## config.mk

```make
export PLATFORM = sky130hd
export DESIGN_NAME = stopwatch_ctrl
export DESIGN_NICKNAME = d
export VERILOG_FILES = /design/src/rtl/stopwatch_ctrl.sv
export SDC_FILE = /design/constraint.sdc
export NUM_CORES = 1
export LEC_CHECK = 0
export BUFFER_PORTS_ARGS = -buffer_cell sky130_fd_sc_hd__buf_4
export CORE_ASPECT_RATIO = 1.4
export CORE_MARGIN = 1.5
export CORE_UTILIZATION = 48
export CTS_BUF_LIST = sky130_fd_sc_hd__clkbuf_16
export DETAILED_ROUTE_END_ITERATION = 12
export GPL_TIMING_DRIVEN = 0
export PLACE_DENSITY_LB_ADDON = 0.05
export SETUP_SLACK_MARGIN = 0.1
export SYNTH_ARGS = -nofsm -noshare
export SYNTH_HDL_FRONTEND = slang
export SYNTH_SLANG_ARGS = --single-unit
```

## constraint.sdc

```tcl
create_clock -name clk_100MHz -period 2.7 [get_ports clk_100MHz]
set_input_delay 0.27 -clock clk_100MHz [delete_from_list [all_inputs] [get_ports clk_100MHz]]
set_output_delay 0.27 -clock clk_100MHz [all_outputs]
set_load 0.05 [all_outputs]
```

## src/rtl/stopwatch_ctrl.sv

```systemverilog
// stopwatch_ctrl: run/stop/lap sequencing, 1/100-s prescaler and the
// eight-digit BCD time cascade feeding the seven-segment driver.
//
//   state  | meaning
//   -------+-----------------------------------------------------------
//   S_IDLE | zeroed, waiting for start_stop
//   S_RUN  | counting, display shows live time
//   S_LAP  | counting, display shows the lap latch
//   S_STOP | paused, live time and partial tick held
module stopwatch_ctrl #(
  parameter int TICK_DIV = 1_000_000
) (
  input  logic       clk_100MHz,
  input  logic       reset,
  input  logic       start_stop,
  input  logic       lap,
  input  logic       clear,
  output logic [3:0] hr_10s,
  output logic [3:0] hr_1s,
  output logic [3:0] min_10s,
  output logic [3:0] min_1s,
  output logic [3:0] sec_10s,
  output logic [3:0] sec_1s,
  output logic [3:0] sec100_10s,
  output logic [3:0] sec100_1s,
  output logic       running,
  output logic       lap_active,
  output logic       wrap
);

  localparam int PW = (TICK_DIV > 2) ? $clog2(TICK_DIV) : 1;
  localparam logic [PW-1:0] PRE_LAST = PW'(TICK_DIV - 1);
  // Packed time {hr_10s .. sec100_1s}; 99:59:59.99 is also the per-digit limit.
  localparam logic [31:0] TIME_MAX = 32'h9959_5999;

  typedef enum logic [1:0] {S_IDLE, S_RUN, S_LAP, S_STOP} state_t;

  state_t          state_q, state_d;
  logic [PW-1:0]   pre_q, pre_d;
  logic [31:0]     live_q, live_d;
  logic [31:0]     lap_q, lap_d;
  logic            running_q, running_d;
  logic            lap_active_q, lap_active_d;
  logic            wrap_q, wrap_d;
  logic            counting;
  logic            tick;

  // Ripple a +0.01 s increment through the digits, each wrapping at its limit.
  function automatic logic [31:0] time_inc(input logic [31:0] t);
    logic [31:0] r;
    logic        carry;
    r     = t;
    carry = 1'b1;
    for (int i = 0; i < 8; i++) begin
      if (carry) begin
        if (t[4*i +: 4] >= TIME_MAX[4*i +: 4]) begin
          r[4*i +: 4] = 4'd0;
        end else begin
          r[4*i +: 4] = t[4*i +: 4] + 4'd1;
          carry       = 1'b0;
        end
      end
    end
    return r;
  endfunction

  // Next-state, prescaler, time cascade and lap latch.
  always_comb begin
    counting = (state_q == S_RUN) || (state_q == S_LAP);
    tick     = counting && (pre_q == PRE_LAST);
    state_d  = state_q;
    pre_d    = pre_q;
    live_d   = live_q;
    lap_d    = lap_q;
    wrap_d   = tick && (live_q == TIME_MAX);

    if (counting) begin
      pre_d = tick ? '0 : pre_q + 1'b1;
      if (tick) live_d = time_inc(live_q);
    end else if (state_q == S_IDLE) begin
      pre_d = '0;
    end

    case (state_q)
      S_IDLE: begin
        if (start_stop) state_d = S_RUN;
      end
      S_RUN: begin
        if (start_stop) begin
          state_d = S_STOP;
        end else if (lap) begin
          state_d = S_LAP;
          lap_d   = live_q;
        end
      end
      S_LAP: begin
        if (start_stop) state_d = S_STOP;
        else if (lap)   lap_d   = live_q;
      end
      S_STOP: begin
        if (clear) begin
          state_d = S_IDLE;
          live_d  = '0;
          lap_d   = '0;
          pre_d   = '0;
        end else if (start_stop) begin
          state_d = S_RUN;
        end
      end
      default: state_d = S_IDLE;
    endcase

    running_d    = (state_d == S_RUN) || (state_d == S_LAP);
    lap_active_d = (state_d == S_LAP);
  end

  // Register state, counters and status outputs; reset wins over any pulse.
  always_ff @(posedge clk_100MHz) begin
    if (reset) begin
      state_q      <= S_IDLE;
      pre_q        <= '0;
      live_q       <= '0;
      lap_q        <= '0;
      running_q    <= 1'b0;
      lap_active_q <= 1'b0;
      wrap_q       <= 1'b0;
    end else begin
      state_q      <= state_d;
      pre_q        <= pre_d;
      live_q       <= live_d;
      lap_q        <= lap_d;
      running_q    <= running_d;
      lap_active_q <= lap_active_d;
      wrap_q       <= wrap_d;
    end
  end

  assign {hr_10s, hr_1s, min_10s, min_1s, sec_10s, sec_1s, sec100_10s, sec100_1s} =
         lap_active_q ? lap_q : live_q;
  assign running    = running_q;
  assign lap_active = lap_active_q;
  assign wrap       = wrap_q;

endmodule

```

==> impl_metrics.json, run 1 <==
{
  "drtPass1Iterations": 4,
  "total_i_o_pin_count": 40,
  "comb_power_share_pct": 7.8,
  "num_rows": 42,
  "power_report.internal_total_uw": 2180,
  "finalNetCount": 680,
  "max-cap-violations": 0,
  "grt_pass1_wl_um": 20900,
  "synth_edf_count": 0,
  "postRouteAntennaNets": 0,
  "hold_violations": 0,
  "worst_hold_path_type": "in2reg",
  "tcrit_tclk_final_pct": 90.4,
  "tritoncts": "yes",
  "route.detailed.drc": 0,
  "critPathRequiredTime_ns": 2.97,
  "crit_path_frequent_cell": "nor4b_4",
  "crit_path_max_fanout": 7,
  "grtUsageTotal_pct": 25.8,
  "flip_flop_and_latch_count_after_synthesis": 89,
  "clock_sink_count": 89,
  "result_of_the_run": "complete, no violations",
  "clockRootBuffer": "clkbuf_16",
  "synthesis.instances": 590,
  "critical_path.cell_chain": "inv_1, ha_4, nor4b_4, nand4_2, nor4b_4, buf_6, nand3_4, or4b_1, a21oi_1",
  "p_switching_uw": 683,
  "switching_share_pct": 23.9,
  "synth_area_um2": 4750,
  "mappedNetlistNets": 625,
  "htree_levels": 3,
  "core_um2": 9510,
  "clock_power_share_pct": 45.7,
  "first_global_vias": 4158,
  "irDropWorstVdd_uv": 405,
  "stdcell_count": 781,
  "vias": 4338,
  "die_width_um": 87.1,
  "clk_pin_slew_worst_paths_ns": 0.06,
  "power_frac_seq_pct": 46.5,
  "synth_seq_area_share_pct": 37.5,
  "power.density_cell_area_nw_per_um2": 508,
  "initialDrtViolationCount": 247,
  "timing.final.setup_violations": 0,
  "power.static_leakage_uw": 0.00210,
  "timing.critical_path.to_type": "register",
  "final-max-slew-violation-count": 0,
  "worst-slew-pin-transition_ns": 0.760,
  "avgViaCountPerCell": 5.55,
  "maximum_number_of_pins_on_one_net_before_global_route_repair": 14,
  "start_kind": "register",
  "timing.slew.headroom_pct": 48.9,
  "floorplan.die.height_um": 121,
  "dp_hpwl_um": 9470,
  "fmax_mhz": 410,
  "period_minus_slack_ns": 2.44,
  "most-common-layout-cells": "nand2_1 (91), dfxtp_1 (87), a21oi_1 (60), o21ai_0 (46), buf_4 (44)",
  "grt_antenna_before_repair": 0,
  "worst_path_max_delay_cell": "or4b_1",
  "wirelength_um": 12800,
  "postLayoutCoreUtil_pct": 59.2,
  "ys_async_sr_fraction_pct": 0,
  "critical-path-max-stage-delay_ns": 0.49,
  "finalWeightedCongestion": 0.876,
  "final.setup.tns_ns": 0,
  "initial_utilization_pct": 49.9,
  "area_growth_syn_to_layout_pct": 18.6,
  "clock_latency_on_the_worst_skew_pair_ns": 0.34,
  "layout_commonest_cell": "nand2_1",
  "synth.yosys.warnings": 0,
  "antenna_cells": 0,
  "total_of_hold_buffers_inserted_after_clock_tree_synthesis": 0,
  "count_of_input_and_output_buffers": 39,
  "netlist-cell-type-count": 57,
  "grt_setup_unrepaired": "no",
  "start_to_end_type_of_the_worst_setup_path": "reg2reg",
  "synth_area_per_cell_um2": 8.05,
  "route.detailed.wl_per_inst_um": 16.3,
  "fin_clk_skew_ns": 0.00994,
  "placed_cells": 761,
  "layout_cell_share_with_drive_strength_beyond_1_pct": 15.3,
  "tritoncts_buffers": 9,
  "cts-root-to-sink-buffers": 2,
  "gr-total-overflow": 0,
  "floorplan.die_area_um2": 10500,
  "synthFlopType": "dfxtp_1",
  "cp_data_arrival_time_ns": 2.71
}
==> synthesized netlist by cell type (3+ instances only) <==
library cell / count / area, um2
a21o_1: 5 / 37.5
a21oi_1: 61 / 305
a31oi_1: 7 / 43.8
a41oi_1: 3 / 26.3
and3_1: 6 / 37.5
and4_1: 3 / 26.3
clkbuf_1: 27 / 101
dfxtp_1: 89 / 1780
ha_1: 30 / 375
inv_1: 30 / 113
mux2_2: 13 / 146
nand2_1: 92 / 345
nand2b_1: 4 / 25.0
nand3_1: 13 / 65.1
nand3b_1: 14 / 105
nand4_1: 9 / 56.3
nand4b_1: 5 / 43.8
nor2_1: 35 / 131
nor2b_1: 3 / 18.8
nor3_1: 12 / 60.1
nor3b_1: 3 / 22.5
nor4_1: 4 / 25.0
o21ai_0: 46 / 230
o31ai_1: 3 / 22.5
or3_1: 25 / 156
xnor2_1: 6 / 52.6
==> final timing paths <==
check / from / end / slack [ns] / cells after the start
max: state_q[1]$_SDFF_PP0_ / live_q[26]$_SDFF_PP0_ / 0.26 / 9
min: start_stop / state_q[1]$_SDFF_PP0_ / 0.29 / 3
max reg2reg: state_q[1]$_SDFF_PP0_ / live_q[26]$_SDFF_PP0_ / 0.26 / 9
min reg2reg: lap_q[3]$_SDFFE_PP0P_ / lap_q[3]$_SDFFE_PP0P_ / 0.45 / 2
==> per-stage QoR <==
step	worst slack [ns]	cell area (um2)	hold slack (ns)	power, uW
after CTS	0.0632	5550	0.294	2860
final	0.260	5630	0.292	2860
after detailed placement	-0.167	5200	0.442	1570
after global placement	-0.0837	5200	0.435	1570
after global routing	0.110	5630	0.311	2950
after floorplan	0.400	4750	0.425	1490
==> power groups by stage <==
stage          clock [uW]  sequential, uW  combinational, uW
2_1_floorplan           0            1360                128
3_3_place_gp            0            1360                207
3_5_place_dp            0            1360                212
4_1_cts              1320            1330                218
5_1_grt              1370            1330                246
6_report             1300            1330                224
==> registers in the layout, indices dropped and copies added (netlist names) <==
signal / count
state_q: 2
running: 1
wrap: 1
lap_active: 1
pre_q: 20
live_q: 32
lap_q: 32
==> cell type report <==
| cell class | count | area, um2 |
|---|---|---|
| timing repair buffer | 45 | 342 |
| clock inverter | 6 | 75.1 |
| multi-input combinational | 439 | 2790 |
| buffer | 31 | 135 |
| inverter | 30 | 113 |
| sequential | 89 | 1780 |
| fill | 891 | 3880 |
| clock buffer | 9 | 225 |
| tap | 132 | 165 |
==> worst max-delay path, delay by kind of cell, from the launching register on <==
| family | cells | cell delay [ns] |
|---|---|---|
| buf+inv | 2 | 0.26 |
| fa+ha+maj | 1 | 0.28 |
| compound gates | 1 | 0.14 |
| simple gates | 5 | 1.33 |
| flops | 1 | 0.35 |
==> cells by family (layout without fill, tap and decap cells) <==
| group | after synthesis | after routing | synth area share [%] |
|---|---|---|---|
| and+or+nand+nor | 246 | 246 | 27.7 |
| AOI/OAI and AO/OA | 141 | 141 | 17.0 |
| DFF | 89 | 89 | 37.5 |
| buffers and inverters | 62 | 121 | 5.11 |
| adders and majority gates | 30 | 30 | 7.91 |
| muxes | 14 | 14 | 3.29 |
| xor gates and xnor gates | 8 | 8 | 1.48 |
==> timing repair <==
| action | in CTS | in global routing |
|---|---|---|
| setup buffers | 4 | 2 |
| hold endpoints to repair | 0 | 0 |
| resized for setup | 7 | 16 |
| endpoints found under the setup margin | 45 | 64 |
| pin swaps | 3 | 3 |
==> per-layer routing <==
metal	vias to the layer above	global-route usage, %	wire [um]
met2	66	47.5	6890
met3	18	2.87	323
met1	2070	29.3	5280
li1	2184	-	-
met5	-	0	0
met4	0	11.0	272
Power figures use the tool's default switching activity.
==> run 2, diff against run 1 <==
--- a/config.mk
+++ b/config.mk
@@ -11,7 +11,7 @@
 export CORE_UTILIZATION = 48
 export CTS_BUF_LIST = sky130_fd_sc_hd__clkbuf_16
 export DETAILED_ROUTE_END_ITERATION = 12
-export GPL_TIMING_DRIVEN = 0
+export GPL_TIMING_DRIVEN = 1
 export PLACE_DENSITY_LB_ADDON = 0.05
 export SETUP_SLACK_MARGIN = 0.1
 export SYNTH_ARGS = -nofsm -noshare
==> run 2 against run 1 <==
Net effect: first-iteration DRC count is 49% lower; core utilization shrank 0.84 points; critical path type unchanged; critical endpoint unchanged; clock power is 14% lower; largest power group unchanged; highest routed layer unchanged.
==> impl_metrics.json, run 2 (synthesized netlist as in run 1, its figures left out) <==
{
  "fmax_mhz": 412,
  "gr-total-overflow": 0,
  "initialDrtViolationCount": 127,
  "power_frac_seq_pct": 49.9,
  "route.detailed.wl_per_inst_um": 15.2,
  "finalNetCount": 663,
  "worst_hold_path_type": "in2reg",
  "start_kind": "register",
  "floorplan.die_area_um2": 10500,
  "power_report.internal_total_uw": 2000,
  "switching_share_pct": 25.1,
  "total_i_o_pin_count": 40,
  "period_minus_slack_ns": 2.43,
  "htree_levels": 3,
  "final-max-slew-violation-count": 0,
  "wirelength_um": 11600,
  "antenna_cells": 0,
  "area_growth_syn_to_layout_pct": 16.9,
  "postRouteAntennaNets": 0,
  "num_rows": 42,
  "tritoncts": "yes",
  "crit_path_frequent_cell": "nor4b_4",
  "layout_commonest_cell": "nand2_1",
  "die_width_um": 87.1,
  "grt_pass1_wl_um": 18900,
  "core_um2": 9510,
  "n_fill_cell": 885,
  "count_of_input_and_output_buffers": 39,
  "result_of_the_run": "complete, no violations",
  "clockRootBuffer": "clkbuf_16",
  "initial_utilization_pct": 49.9,
  "tcrit_tclk_final_pct": 90.0,
  "stdcell_count": 765,
  "first_global_vias": 3904,
  "power.static_leakage_uw": 0.00212,
  "max-cap-violations": 0,
  "grt_setup_unrepaired": "no",
  "finalWeightedCongestion": 0.885,
  "hold_violations": 0,
  "p_switching_uw": 671,
  "worst-slew-pin-transition_ns": 0.661,
  "clock_power_share_pct": 41.8,
  "vias": 4217,
  "start_to_end_type_of_the_worst_setup_path": "reg2reg",
  "maximum_number_of_pins_on_one_net_before_global_route_repair": 51,
  "cp_data_arrival_time_ns": 2.71,
  "drtPass1Iterations": 5,
  "comb_power_share_pct": 8.3,
  "route.detailed.drc": 0,
  "clk_pin_slew_worst_paths_ns": 0.06,
  "layout_cell_share_with_drive_strength_beyond_1_pct": 16.1,
  "critical-path-max-stage-delay_ns": 0.50,
  "clock_sink_count": 89,
  "floorplan.die.height_um": 121,
  "clock_latency_on_the_worst_skew_pair_ns": 0.34,
  "cts-root-to-sink-buffers": 2,
  "largestRegisters": "lap_q: 32 flops, live_q: 32 flops, pre_q: 20 flops",
  "crit_path_max_fanout": 7,
  "fin_clk_skew_ns": 0.00355,
  "critical_path.cell_chain": "inv_1, ha_4, nor4b_4, nand4_4, nor4b_4, buf_4, nand3_2, or4b_1, a21oi_1",
  "timing.critical_path.max_delay_family": "simple AND/OR/NAND/NOR gates",
  "final.setup.tns_ns": 0,
  "worst_path_max_delay_cell": "or4b_1",
  "placed_cells": 746,
  "grt_antenna_before_repair": 0,
  "path_buf_inv": 2,
  "irDropWorstVdd_uv": 309,
  "tritoncts_buffers": 9,
  "critPathRequiredTime_ns": 2.98,
  "power.density_cell_area_nw_per_um2": 481,
  "dp_hpwl_um": 8260,
  "timing.final.setup_violations": 0,
  "timing.critical_path.to_type": "register",
  "timing.slew.headroom_pct": 55.5,
  "most-common-layout-cells": "nand2_1 (92), dfxtp_1 (85), a21oi_1 (61), buf_4 (57), o21ai_0 (46)",
  "avgViaCountPerCell": 5.51,
  "grtUsageTotal_pct": 23.2
}
-- run 2: changes by cell type in the layout (fill, tap and decap cells not counted), sizes merged --
cell,change
clkinv,-1
clkinvlp,+1
clkbuf,-26
buf,+9
inv,+3
bufinv,-2
-- run 2: tightest hold or removal path, cell delays in order --
cell     delay, ns
buf_4         0.09
o32ai_1       0.10
nor2b_1       0.14
-- run 2: final timing paths --
path / from / to / slack [ns] / cells past startpoint
worst min-delay path: start_stop / state_q[1]$_SDFF_PP0_ / 0.30 / 3
worst min register to register: lap_q[19]$_SDFFE_PP0P_ / lap_q[19]$_SDFFE_PP0P_ / 0.45 / 2
worst max-delay path: state_q[1]$_SDFF_PP0_ / live_q[26]$_SDFF_PP0_ / 0.27 / 9
worst max register to register: state_q[1]$_SDFF_PP0_ / live_q[26]$_SDFF_PP0_ / 0.27 / 9
-- run 2: final cells by class --
class | instances | area [um2] | area share (%)
inverters | 30 | 113 | 2.03
multi-input cells | 439 | 2760 | 49.7
well taps | 132 | 165 | 2.98
flip-flops and latches | 89 | 1790 | 32.2
clock buffers | 9 | 225 | 4.06
repair buffers | 59 | 468 | 8.43
clock inverters | 7 | 32.5 | 0.586
-- run 2: what timing repair did --
item / 4_1_cts / 5_1_grt
resized for setup: 0 / 6
endpoints found under the setup margin: 3 / 11
buffers inserted: 1 / 2
hold buffers: 0 / 0
pin swaps: 1 / 1
-- run 2: stage by stage --
stage                     power, uW  util, %  hold WS, ns  setup slack, ns  cell area, um2
final                          2670     58.3        0.296            0.271            5550
after global routing           2780     58.3        0.299            0.105            5550
after CTS                      2690     57.8        0.293            0.117            5500
after detailed placement       1570     55.0        0.443           0.0948            5230
after global placement         1570     55.0        0.435            0.162            5230
after floorplan                1490        -        0.425            0.400            4750
-- run 2: power by group through the flow --
stage	clock, uW	combinational (uW)	sequential, uW
final	1120	220	1330
after global routing	1210	241	1330
after CTS	1140	213	1330
after detailed placement	0	212	1360
after global placement	0	207	1360
after floorplan	0	128	1360
-- run 2: per-layer routing --
| metal | track usage [%] | share of wire, % |
|---|---|---|
| met1 | 25.9 | 41 |
| met2 | 42.8 | 54 |
| met3 | 2.46 | 2.5 |
| met4 | 10.9 | 2.3 |
| met5 | 0 | 0 |
